[config.mk]
export PLATFORM = sky130hd
export DESIGN_NAME = timer_scheduler
export DESIGN_NICKNAME = d
export VERILOG_FILES = /design/src/rtl/timer_scheduler_pkg.sv /design/src/rtl/timer_scheduler_tick_divider.sv /design/src/rtl/timer_scheduler.sv
export SDC_FILE = /design/constraint.sdc
export NUM_CORES = 1
export LEC_CHECK = 0
export CAP_MARGIN = 20
export CORE_AREA = 3 3 133 135
export CTS_CLUSTER_DIAMETER = 60
export DETAILED_ROUTE_END_ITERATION = 16
export DIE_AREA = 0 0 136 138
export HOLD_SLACK_MARGIN = 0.05
export PLACE_DENSITY_LB_ADDON = 0.08
export SETUP_SLACK_MARGIN = 0.2
export SYNTH_ARGS = -nofsm -noshare
export SYNTH_HDL_FRONTEND = slang
export SYNTH_SLANG_ARGS = --single-unit
[constraint.sdc]
create_clock -name clk -period 3.15 [get_ports clk]
set_input_delay 0.4725 -clock clk [delete_from_list [all_inputs] [get_ports clk]]
set_output_delay 0.4725 -clock clk [all_outputs]
set_load 0.005 [all_outputs]
[src/rtl/timer_scheduler_pkg.sv]
// Shared encodings for the timer scheduler: channel modes, channel FSM states
// and the channel-index width helper.
package timer_scheduler_pkg;

   localparam logic MODE_ONESHOT  = 1'b0;
   localparam logic MODE_PERIODIC = 1'b1;

   localparam logic ST_IDLE = 1'b0;
   localparam logic ST_RUN  = 1'b1;

   function automatic int ch_w(input int n);
      return (n > 1) ? $clog2(n) : 1;
   endfunction

endpackage

[src/rtl/timer_scheduler_tick_divider.sv]
// Prescaler for the timer scheduler: counts 0..CYCLES_PER_TICK-1 and raises tick
// for the single cycle in which the count sits at its maximum.
module tick_divider #(
   parameter int CYCLES_PER_TICK = 100_000_000
) (
   input  logic clk,
   input  logic rst,
   output logic tick
);

   localparam int CW = $clog2(CYCLES_PER_TICK);
   localparam logic [CW-1:0] CNT_MAX = CW'(CYCLES_PER_TICK - 1);

   logic [CW-1:0] r_cnt;

   // NOTE: sequential state uses non-blocking assignments so every register
   // samples the pre-edge values of the others.
   always_ff @(posedge clk) begin
      if (rst) begin
         r_cnt <= '0;
      end else if (r_cnt == CNT_MAX) begin
         r_cnt <= '0;
      end else begin
         r_cnt <= r_cnt + CW'(1);
      end
   end

   assign tick = (r_cnt == CNT_MAX);

endmodule

[src/rtl/timer_scheduler.sv]
// Multi-channel tick timer: one-shot/periodic channels whose expirations are
// arbitrated round-robin onto a single registered valid/ready event port.
module timer_scheduler
   import timer_scheduler_pkg::*;
#(
   parameter int CYCLES_PER_TICK = 100_000_000,
   parameter int NUM_CH          = 4,
   parameter int CNT_W           = 16,
   localparam int CH_W           = ch_w(NUM_CH)
) (
   input  logic              clk,
   input  logic              rst,
   input  logic              cfg_we,
   input  logic [CH_W-1:0]   cfg_ch,
   input  logic [CNT_W-1:0]  cfg_period,
   input  logic              cfg_mode,
   input  logic [NUM_CH-1:0] start,
   input  logic [NUM_CH-1:0] stop,
   output logic              tick,
   output logic [NUM_CH-1:0] busy,
   output logic [NUM_CH-1:0] overrun,
   output logic              evt_valid,
   output logic [CH_W-1:0]   evt_ch,
   input  logic              evt_ready
);

   logic              w_tick;
   logic [NUM_CH-1:0] w_pending;
   logic [NUM_CH-1:0] w_expire;
   logic [NUM_CH-1:0] w_take;
   logic [CNT_W-1:0]  w_cfg_period;
   logic              w_slot_free;
   logic              w_found;
   logic [CH_W-1:0]   w_pick;

   logic              r_valid;
   logic [CH_W-1:0]   r_ch;
   logic [CH_W-1:0]   r_rr;

   tick_divider #(
      .CYCLES_PER_TICK(CYCLES_PER_TICK)
   ) u_tick_divider (
      .clk (clk),
      .rst (rst),
      .tick(w_tick)
   );

   assign tick         = w_tick;
   assign w_cfg_period = (cfg_period == '0) ? CNT_W'(1) : cfg_period;

   for (genvar i = 0; i < NUM_CH; i++) begin : g_ch
      logic             r_state;
      logic             r_mode;
      logic             r_pending;
      logic             r_overrun;
      logic [CNT_W-1:0] r_period;
      logic [CNT_W-1:0] r_remain;
      logic             w_cfg_hit;

      assign w_cfg_hit   = cfg_we && (cfg_ch == CH_W'(i));
      assign w_expire[i] = (r_state == ST_RUN) && w_tick && (r_remain == CNT_W'(1));

      always_ff @(posedge clk) begin
         if (rst) begin
            r_state   <= ST_IDLE;
            r_mode    <= MODE_ONESHOT;
            r_period  <= CNT_W'(1);
            r_remain  <= '0;
            r_pending <= 1'b0;
            r_overrun <= 1'b0;
         end else begin
            if (w_cfg_hit) begin
               r_period <= w_cfg_period;
               r_mode   <= cfg_mode;
            end
            // Stop overrides a same-cycle start entirely; an expiry is still recorded.
            if (stop[i]) begin
               r_state <= ST_IDLE;
            end else if (start[i]) begin
               r_state  <= ST_RUN;
               r_remain <= w_cfg_hit ? w_cfg_period : r_period;
            end else if (w_expire[i]) begin
               if (r_mode == MODE_PERIODIC) r_remain <= r_period;
               else                         r_state  <= ST_IDLE;
            end else if ((r_state == ST_RUN) && w_tick) begin
               r_remain <= r_remain - CNT_W'(1);
            end

            r_pending <= (r_pending && !w_take[i]) || w_expire[i];
            if (start[i] && !stop[i])                    r_overrun <= 1'b0;
            if (w_expire[i] && r_pending && !w_take[i]) r_overrun <= 1'b1;
         end
      end

      assign w_pending[i] = r_pending;
      assign busy[i]      = (r_state == ST_RUN);
      assign overrun[i]   = r_overrun;
   end

   // First pending channel at or after the round-robin pointer, with wrap-around.
   // NOTE: every always_comb output is defaulted up front so no latch is inferred.
   always_comb begin
      w_found = 1'b0;
      w_pick  = '0;
      for (int k = 0; k < NUM_CH; k++) begin
         int j;
         j = int'(r_rr) + k;
         if (j >= NUM_CH) j = j - NUM_CH;
         if (!w_found && w_pending[CH_W'(j)]) begin
            w_found = 1'b1;
            w_pick  = CH_W'(j);
         end
      end
   end

   assign w_slot_free = !r_valid || evt_ready;
   assign w_take      = (w_slot_free && w_found) ? (NUM_CH'(1) << w_pick) : '0;

   always_ff @(posedge clk) begin
      if (rst) begin
         r_valid <= 1'b0;
         r_ch    <= '0;
         r_rr    <= '0;
      end else if (w_slot_free) begin
         r_valid <= w_found;
         if (w_found) begin
            r_ch <= w_pick;
            r_rr <= (w_pick == CH_W'(NUM_CH - 1)) ? '0 : w_pick + CH_W'(1);
         end
      end
   end

   assign evt_valid = r_valid;
   assign evt_ch    = r_ch;

endmodule

==> metrics, run 1 <==
run status=completed; clock share of power=0.383; initial detailed-routing violation count=824; number of design rule violations left after detail routing=0; post-synth design cell area=9700 um^2; slew at the pin closest to its max-slew limit=1.04 ns; sum of routed wire length over all layers=27.6 mm; gate count after technology mapping=1180; total iterations of the first detailed-routing run=6; clock slew at the register clock pins of the worst setup and hold paths=0.07 ns; launch point of the worst path=u_tick_divider.r_cnt[0]; global route overflow=0; Switch Pwr=1.60 mW; area growth from synthesis to layout=13.6%; total vias in the final route=9019; clock latency at the later pin of the worst-skew pair=0.43 ns; worst reg2reg path depth=7; row count=47; cell at the slowest stage of the critical path=sky130_fd_sc_hd__clkdlybuf4s50_1; max-cap violations=0; initial antenna violation count=0; source of the worst hold timing path=u_tick_divider.r_cnt[0]; Initial Util=0.585; Final Max Slew Viols=0; count of inserted antenna diode cells=0; IO Count=43; synthesized area per cell=8.22 um^2; max_slew headroom=0.305; final HPWL from detailed placement=18.9 mm; routed via count divided by cell count=6.23; register-to-register path setup slack=0.46 ns; # nets final=1258; highest cell delay on the worst timing path=0.54 ns; worst-path maximum fanout=4; number of buffers inserted for hold repair after clock tree synthesis=0; clock tree from TritonCTS=done; Final GP Congestion=0.932; launching element type of the critical path=flip-flop; DIE AREA=18800 um^2; Die X-Extent=136 um; EDFF count, synth=0; layout cell share with drive strength beyond 1=0.104; total of warnings raised by yosys=0; internal power summed over all cells=3.85 mW; Fin. Hold Viols=0; class of the tightest hold or removal check=reg2reg; category of the worst setup path capture point=output pin; TritonCTS Buffers=17; Worst IR Drop VDD=0.411 mV; switching share of power=0.294; Unique masters post-synth=73; r2r endpoint=g_ch[0].r_remain[4]; post-route minimum period=2.71 ns; most common cell after layout, fill and taps aside=sky130_fd_sc_hd__nor2_1; cell type group with the largest total delay on the critical path=simple AND/OR/NAND/NOR gates; share of the clock period used by the worst path after layout=0.861; per-cell routed wire length=19.1 um; sequential share of the synthesized area=0.363; Setup TNS=0 ns; hold-critical path depth=1; Top FF cell, synth=sky130_fd_sc_hd__dfxtp_1; worst flop-to-flop path startpoint=u_tick_divider.r_cnt[0]; Fin Clk Skew=0.0106 ns; P per Cell Area=494 nW/um^2; maximum buffer depth of the clock tree=2; largest net degree at the start of global routing=117; buffers and inverters on the worst path=1; GRT Total Usage=0.290; part of the total power dissipated in sequential elements=0.442; number of levels in the clock H-tree=4; CTS sink count=176; Buffers on Ports=42; first-pass GRT wire length=43.4 mm; leakage=4.30 nW; final setup violating endpoints=0; Achievable Freq=0.369 GHz; worst setup path class=reg2out; arrival time at the worst endpoint=2.24 ns; setup repair after global routing missed its margin=no; Clock Root Buffer=sky130_fd_sc_hd__clkbuf_16; combinational fraction of design power=0.176; number of flip-flops and latches in the synthesized netlist=176; sum of internal, switching and leakage power=5.45 mW; Die Y-Extent=138 um; number of nets with antenna violations after routing=0; number of global-route vias before repair=8200; core region area=16600 um^2; top library cells by usage in the layout, fill and taps aside=sky130_fd_sc_hd__nor2_1, sky130_fd_sc_hd__dfxtp_1, sky130_fd_sc_hd__mux2i_1; fraction of registers with async set/reset=0; critical path required time=2.68 ns; Hold Path End=u_tick_divider.r_cnt[0]; Post-Syn Nets=1224; crit-path cells=ha_1, and4_1, nand4_1, nor2_2, clkdlybuf4s50_1
-- synthesized netlist by cell type, types with 7 or more instances --
master,n,area share
sky130_fd_sc_hd__nand3_1,29,0.015
sky130_fd_sc_hd__buf_2,7,0.0036
sky130_fd_sc_hd__xnor2_1,37,0.033
sky130_fd_sc_hd__ha_1,13,0.017
sky130_fd_sc_hd__a311oi_1,12,0.011
sky130_fd_sc_hd__nor4_1,18,0.012
sky130_fd_sc_hd__nand4_1,19,0.012
sky130_fd_sc_hd__o31ai_1,10,0.0077
sky130_fd_sc_hd__dfxtp_1,176,0.36
sky130_fd_sc_hd__buf_4,13,0.010
sky130_fd_sc_hd__o21ai_0,43,0.022
sky130_fd_sc_hd__and2_1,9,0.0058
sky130_fd_sc_hd__o221a_1,8,0.0093
sky130_fd_sc_hd__nor2_1,190,0.074
sky130_fd_sc_hd__nand2b_1,15,0.0097
sky130_fd_sc_hd__clkbuf_1,55,0.021
sky130_fd_sc_hd__o221a_2,10,0.012
sky130_fd_sc_hd__nand2_1,71,0.027
sky130_fd_sc_hd__o32ai_1,7,0.0063
sky130_fd_sc_hd__a211oi_1,23,0.018
sky130_fd_sc_hd__mux2i_1,78,0.080
sky130_fd_sc_hd__a31oi_1,27,0.017
sky130_fd_sc_hd__o211ai_1,10,0.0077
sky130_fd_sc_hd__and3_1,11,0.0071
sky130_fd_sc_hd__nor3_1,68,0.035
sky130_fd_sc_hd__o21ai_1,11,0.0057
sky130_fd_sc_hd__xor2_1,20,0.018
sky130_fd_sc_hd__a21oi_1,51,0.026
sky130_fd_sc_hd__inv_1,29,0.011
-- cell type report --
class,instances,area (um^2)
Multi-Input combinational cell,895,5720
Fill cell,1457,5560
Sequential cell,176,3520
Timing Repair Buffer,95,828
Clock buffer,19,443
Tap cell,220,275
Clock inverter,13,126
Inverter,29,109
-- worst max path at each step --
stage	cells after the start	to
floorplan	8	g_ch[1].r_remain[9]
global placement	7	g_ch[3].r_remain[0]
detailed placement	7	g_ch[3].r_remain[0]
CTS	4	tick
global route	7	g_ch[0].r_remain[4]
finish	5	tick
-- metal layers --
layer / share of wire / GRT usage / vias to the layer above / wire length [um]
met2: 0.46 / 0.456 / 316 / 12700
met5: 0 / 0 / - / 0
met3: 0.068 / 0.0545 / 59 / 1870
met4: 0.030 / 0.103 / 0 / 828
li1: - / - / 4368 / -
met1: 0.44 / 0.398 / 4276 / 12200
-- flip-flops by register name, summed over array words and instances, names as in the netlist --
signal	cells
g_ch.r_period	64
g_ch.r_remain	64
u_tick_divider.r_cnt	27
g_ch.r_mode	4
g_ch.r_overrun	4
g_ch.r_pending	4
g_ch.r_state	4
evt_ch	2
r_rr	2
evt_valid	1
-- cells by family (layout without fill, tap and decap cells) --
| logic type | Yosys count | count (layout) | synth area share |
|---|---|---|---|
| AND/OR/NAND/NOR | 500 | 500 | 0.264 |
| AO/OA/AOI/OAI | 246 | 246 | 0.174 |
| flip-flops | 176 | 176 | 0.363 |
| buffers and inverters | 109 | 156 | 0.0489 |
| multiplexers | 79 | 79 | 0.0816 |
| XOR/XNOR | 57 | 57 | 0.0515 |
| adder cells (fa/ha/maj) | 13 | 13 | 0.0168 |
-- through the flow --
step / util / cell area [um^2] / hold WS (ns) / instances / setup WS, ns
3_3_place_gp: 0.629 / 10400 / 0.442 / 1413 / 0.147
2_1_floorplan: - / 9700 / 0.426 / 1180 / 0.809
3_5_place_dp: 0.629 / 10400 / 0.450 / 1413 / 0.163
4_1_cts: 0.664 / 11000 / 0.466 / 1446 / 0.303
6_report: 0.665 / 11000 / 0.460 / 1447 / 0.437
5_1_grt: 0.665 / 11000 / 0.477 / 1447 / 0.270
-- timing repair --
item | CTS | global route
gates cloned | 0 | 0
buffers inserted | 1 | 1
resized for setup | 1 | 0
pin swaps | 1 | 1
setup endpoints to repair | 1 | 1
-- power by group through the flow --
stage	clock, mW	combinational, mW	sequential (mW)
after floorplan	0	0.681	2.43
after global placement	0	0.930	2.45
after detailed placement	0	0.935	2.45
after CTS	2.11	0.943	2.40
after global routing	2.21	1.05	2.42
final	2.08	0.957	2.41
Power figures use the tool's default switching activity.
==> run 2: changes to the inputs <==
MAX_ROUTING_LAYER = met4   (was unset)
==> metrics, run 2 (synthesis results as in run 1) <==
worst flop-to-flop path startpoint=g_ch[3].r_remain[1]; sum of internal, switching and leakage power=5.62 mW (+3.2%); layout cell share with drive strength beyond 1=0.105 (+0.00154); most common cell after layout, fill and taps aside=sky130_fd_sc_hd__nor2_1; max_slew headroom=0.328 (+0.0226); met1 Track Usage GR=0.405 (+0.00747); routing usage on met3=0.0487 (-0.00581); sum of routed wire length over all layers=27.9 mm (+0.98%); met2 track demand over resource=0.464 (+0.00887); end point of the critical path=tick; buffers and inverters on the worst path=1 (unchanged); number of design rule violations left after detail routing=0 (unchanged); count of inserted antenna diode cells=0 (unchanged); worst-path maximum fanout=4 (unchanged); worst setup path class=reg2out; initial antenna violation count=0 (unchanged); crit-path cells=ha_1, and4_1, nand4_1, nor2_2, clkdlybuf4s50_1; multi-input combinational cell area=5720 um^2 (unchanged); first-pass GRT wire length=44.6 mm (+2.5%); IO Count=43 (unchanged); Buffers on Ports=42 (unchanged); total vias in the final route=8981 (-0.42%); class of the tightest hold or removal check=reg2reg; top library cells by usage in the layout, fill and taps aside=sky130_fd_sc_hd__nor2_1, sky130_fd_sc_hd__dfxtp_1, sky130_fd_sc_hd__mux2i_1; leakage=4.34 nW (+0.87%); DIE AREA=18800 um^2 (unchanged); clock tree from TritonCTS=done; worst reg2reg path depth=8 (+1); row count=47 (unchanged); cell type group with the largest total delay on the critical path=simple AND/OR/NAND/NOR gates; arrival time at the worst endpoint=2.31 ns (+0.07 ns); core region area=16600 um^2 (unchanged); highest cell delay on the worst timing path=0.56 ns (+0.02 ns); minimum setup slack in the final design=0.368 ns (-0.0692 ns); per-cell routed wire length=19.2 um (+0.91%); largest net degree at the start of global routing=117 (unchanged); CTS sink count=176 (unchanged); clock latency at the later pin of the worst-skew pair=0.44 ns (about the same); Die Y-Extent=138 um (unchanged); number of buffers inserted for hold repair after clock tree synthesis=0 (unchanged); Worst IR Drop VDD=0.417 mV (+1.6%); # nets final=1259 (+0.079%); launching element type of the critical path=flip-flop; number of levels in the clock H-tree=4 (unchanged); routed via count divided by cell count=6.20 (-0.49%); Filler Cell Count=1450 (-0.48%); clock slew at the register clock pins of the worst setup and hold paths=0.07 ns (about the same); category of the worst setup path capture point=output pin; register-to-register path setup slack=0.37 ns (-0.09 ns); critical path required time=2.68 ns (about the same); GRT Total Usage=0.305 (+0.0159); max-cap violations=0 (unchanged); run status=completed; final HPWL from detailed placement=19.1 mm (+0.67%); area growth from synthesis to layout=14.2%; post-route minimum period=2.78 ns (+0.0692 ns); launch point of the worst path=u_tick_divider.r_cnt[0]; share of the clock period used by the worst path after layout=0.883 (+0.0220); Fin Clk Skew=0.00972 ns (-0.000867 ns); peak-usage layer in the global routing report=met2; final setup violating endpoints=0 (unchanged); total iterations of the first detailed-routing run=5 (-1); Final Max Slew Viols=0 (unchanged); r2r endpoint=g_ch[3].r_remain[2]; number of global-route vias before repair=8377 (+2.2%); Die X-Extent=136 um (unchanged); global route overflow=0 (unchanged); setup repair after global routing missed its margin=no; flip-flop and latch area=3520 um^2 (unchanged); maximum buffer depth of the clock tree=2 (unchanged); slew at the pin closest to its max-slew limit=1.00 ns (-0.0337 ns); P per Cell Area=507 nW/um^2 (+2.7%); Clock Root Buffer=sky130_fd_sc_hd__clkbuf_16; initial detailed-routing violation count=705 (-14%); Fin. Hold Viols=0 (unchanged); number of nets with antenna violations after routing=0 (unchanged); cell at the slowest stage of the critical path=sky130_fd_sc_hd__clkdlybuf4s50_1; Initial Util=0.585 (unchanged); TritonCTS Buffers=17 (unchanged); WP depth=5 (unchanged); Setup TNS=0 ns (unchanged); registers with the most flip-flops=g_ch.r_period: 64 flops, g_ch.r_remain: 64 flops, u_tick_divider.r_cnt: 27 flops; Achievable Freq=0.359 GHz (-2.5%); Final GP Congestion=0.954 (+2.3%); Setup WS pre-CTS=0.121 ns (-0.0419 ns)
-- run 2: metrics by stage --
step / instances / area, um^2 / utilization / hold slack [ns]
3_3_place_gp: 1414 / 10400 / 0.630 / 0.442
3_5_place_dp: 1414 / 10400 / 0.630 / 0.462
4_1_cts: 1447 / 11100 / 0.668 / 0.474
6_report: 1448 / 11100 / 0.668 / 0.471
2_1_floorplan: 1180 / 9700 / - / 0.426
5_1_grt: 1448 / 11100 / 0.668 / 0.491
-- run 2: repair_timing --
item / 4_1_cts / 5_1_grt
gates resized for setup: 1 / 0
setup endpoints to repair: 1 / 1
setup buffers: 1 / 1
pin swaps: 1 / 1
-- run 2: area by class of cell --
cell class | instances | area share
tap | 220 | 0.0248
timing repair buffer | 96 | 0.0754
multi-input combinational | 895 | 0.516
sequential | 176 | 0.318
inverter | 29 | 0.00983
clock buffer | 18 | 0.0396
clock inverter | 14 | 0.0162
-- run 2: worst min-delay path by stage --
stage,from,endpoint,slack [ns],cells past startpoint
after floorplan,u_tick_divider.r_cnt[0],u_tick_divider.r_cnt[0],0.43,1
after global placement,u_tick_divider.r_cnt[0],u_tick_divider.r_cnt[0],0.44,1
after detailed placement,g_ch[0].r_remain[11],g_ch[0].r_remain[11],0.46,2
after CTS,g_ch[0].r_remain[13],g_ch[0].r_remain[13],0.47,2
after global routing,u_tick_divider.r_cnt[0],u_tick_divider.r_cnt[0],0.49,1
final,g_ch[0].r_remain[13],g_ch[0].r_remain[13],0.47,2
-- run 2: worst register-to-register path, delay by kind of cell, from the launching register on --
kind / cells / cell delay, ns
AOI/OAI and AO/OA: 1 / 0.31
and+or+nand+nor: 4 / 1.41
adders and majority gates: 1 / 0.15
buffers and inverters: 1 / 0.11
muxes: 1 / 0.34
DFF: 1 / 0.34
-- run 2: report_power, final --
group	internal, mW	switching (mW)	leakage, nW
logic	0.413	0.544	2.61
registers	2.31	0.0964	1.43
clock network	1.28	0.973	0.299
total	4.01	1.61	4.34
-- run 2: per-layer routing --
metal | part of all wire | vias to the layer above
met5 | 0 | -
met4 | 0.037 | 0
met3 | 0.052 | 58
met2 | 0.46 | 271
met1 | 0.45 | 4283
li1 | - | 4369
==> run 3: changes to the inputs <==
CORE_AREA = 3 3 164 166   (was 3 3 133 135)
DIE_AREA = 0 0 167 169   (was 0 0 136 138)
SETUP_SLACK_MARGIN = unset   (was 0.2)
==> metrics, run 3 (synthesis results as in run 1) <==
Setup TNS=0 ns (unchanged); number of global-route vias before repair=8204 (-2.1%); setup repair after global routing missed its margin=no; run status=completed; number of gates resized after cts=0 (-1); P per Cell Area=494 nW/um^2 (-2.6%); Placed Cells incl. Taps=1535 (+8.6%); slew at the pin closest to its max-slew limit=0.798 ns (-0.207 ns); number of buffers inserted for hold repair after clock tree synthesis=0 (unchanged); arrival time at the worst endpoint=2.41 ns (+0.10 ns); Setup WS pre-CTS=0.269 ns (+0.148 ns); # nets final=1263 (+0.32%); final HPWL from detailed placement=21.4 mm (+12%); max-cap violations=0 (unchanged); launching element type of the critical path=flip-flop; sum of routed wire length over all layers=30.5 mm (+9.6%); leakage=4.36 nW (+0.47%); worst-path maximum fanout=4 (unchanged); Final GP Congestion=0.870 (-8.8%); category of the worst setup path capture point=output pin; cell area after placement=10700 um^2 (+2.2%); count of placed standard cells in the final layout, fillers left out=1567 (+8.2%); cell at the slowest stage of the critical path=sky130_fd_sc_hd__clkdlybuf4s50_1; post-route minimum period=2.88 ns (+0.0982 ns); share of the clock period used by the worst path after layout=0.914 (+0.0312); sum of internal, switching and leakage power=5.57 mW (-0.95%); Post-Layout Inst Area=11300 um^2 (+1.7%); maximum buffer depth of the clock tree=2 (unchanged); total vias in the final route=8723 (-2.9%); global route overflow=0 (unchanged); routed via count divided by cell count=5.57 (-10%); IO Count=43 (unchanged); critical path required time=2.68 ns (about the same); DIE AREA=28200 um^2 (+50%); area growth from synthesis to layout=16.1%; max_slew headroom=0.464 (+0.137); most common cell after layout, fill and taps aside=sky130_fd_sc_hd__nor2_1; first-pass GRT wire length=48.2 mm (+8.1%); register-to-register path setup slack=0.49 ns (+0.12 ns); CTS sink count=176 (unchanged); registers with the most flip-flops=g_ch.r_period: 64 flops, g_ch.r_remain: 64 flops, u_tick_divider.r_cnt: 27 flops; highest cell delay on the worst timing path=0.57 ns (about the same); minimum setup slack in the final design=0.270 ns (-0.0982 ns); final setup violating endpoints=0 (unchanged); total iterations of the first detailed-routing run=5 (unchanged); count of inserted antenna diode cells=0 (unchanged); initial antenna violation count=0 (unchanged); Achievable Freq=0.347 GHz (-3.4%); class of the tightest hold or removal check=reg2reg; number of levels in the clock H-tree=4 (unchanged); crit-path cells=ha_1, and4_1, nand4_1, nor2_1, clkdlybuf4s50_1; clock tree from TritonCTS=done; GRT Total Usage=0.222 (-0.0836); Worst IR Drop VDD=0.378 mV (-9.6%); number of design rule violations left after detail routing=0 (unchanged); Die Y-Extent=169 um (+22%); Clock Root Buffer=sky130_fd_sc_hd__clkbuf_16; Die X-Extent=167 um (+23%); clock latency at the later pin of the worst-skew pair=0.43 ns (about the same); Initial Util=0.377 (-0.208); per-cell routed wire length=19.5 um (+1.2%); Fin. Hold Viols=0 (unchanged); TritonCTS Buffers=17 (unchanged); layout cell share with drive strength beyond 1=0.107 (+0.00209); largest net degree at the start of global routing=117 (unchanged); Buffers on Ports=42 (unchanged); Final Hold Slack=0.460 ns (-0.0110 ns); post-CTS setup buffer count=0 (-1); number of nets with antenna violations after routing=0 (unchanged); worst setup path class=reg2out; Fin Clk Skew=0.0126 ns (+0.00285 ns); Final Max Slew Viols=0 (unchanged); row count=59 (+26%); end-of-flow core utilization=0.437 (-0.231); core region area=25800 um^2 (+55%); initial detailed-routing violation count=653 (-7.4%); clock slew at the register clock pins of the worst setup and hold paths=0.07 ns (about the same); top library cells by usage in the layout, fill and taps aside=sky130_fd_sc_hd__nor2_1, sky130_fd_sc_hd__dfxtp_1, sky130_fd_sc_hd__mux2i_1
## run 3: power by group
group | internal (mW) | leakage [nW] | switching, mW
Clock | 1.25 | 0.290 | 0.940
Combinational | 0.418 | 2.63 | 0.554
Sequential | 2.31 | 1.43 | 0.0949
Total | 3.98 | 4.36 | 1.59
## run 3: worst paths after layout
check / from / end / cells past startpoint
max: u_tick_divider.r_cnt[0] / tick / 5
min: g_ch[0].r_remain[11] / g_ch[0].r_remain[11] / 2
max reg2reg: g_ch[3].r_remain[1] / g_ch[3].r_remain[2] / 8
min reg2reg: g_ch[0].r_remain[11] / g_ch[0].r_remain[11] / 2
## run 3: cell type report
type	count	area, um^2
multi-input combinational	895	5730
timing repair buffer	100	891
inverter	29	109
clock inverter	14	165
sequential	176	3520
clock buffer	18	429
fill	2592	14500
tap	335	419
## run 3: critical path: cells and delay by family, from the launching register on
kind | cells | cell delay (ns)
flops | 1 | 0.36
buf+inv | 1 | 0.57
fa+ha+maj | 1 | 0.26
simple gates | 3 | 0.78
## run 3: layer usage
metal / global-route usage / vias up / share of wire
li1: - / 4372 / -
met1: 0.306 / 4171 / 0.49
met2: 0.346 / 157 / 0.46
met3: 0.0339 / 23 / 0.032
met4: 0.0506 / 0 / 0.017
met5: - / - / 0
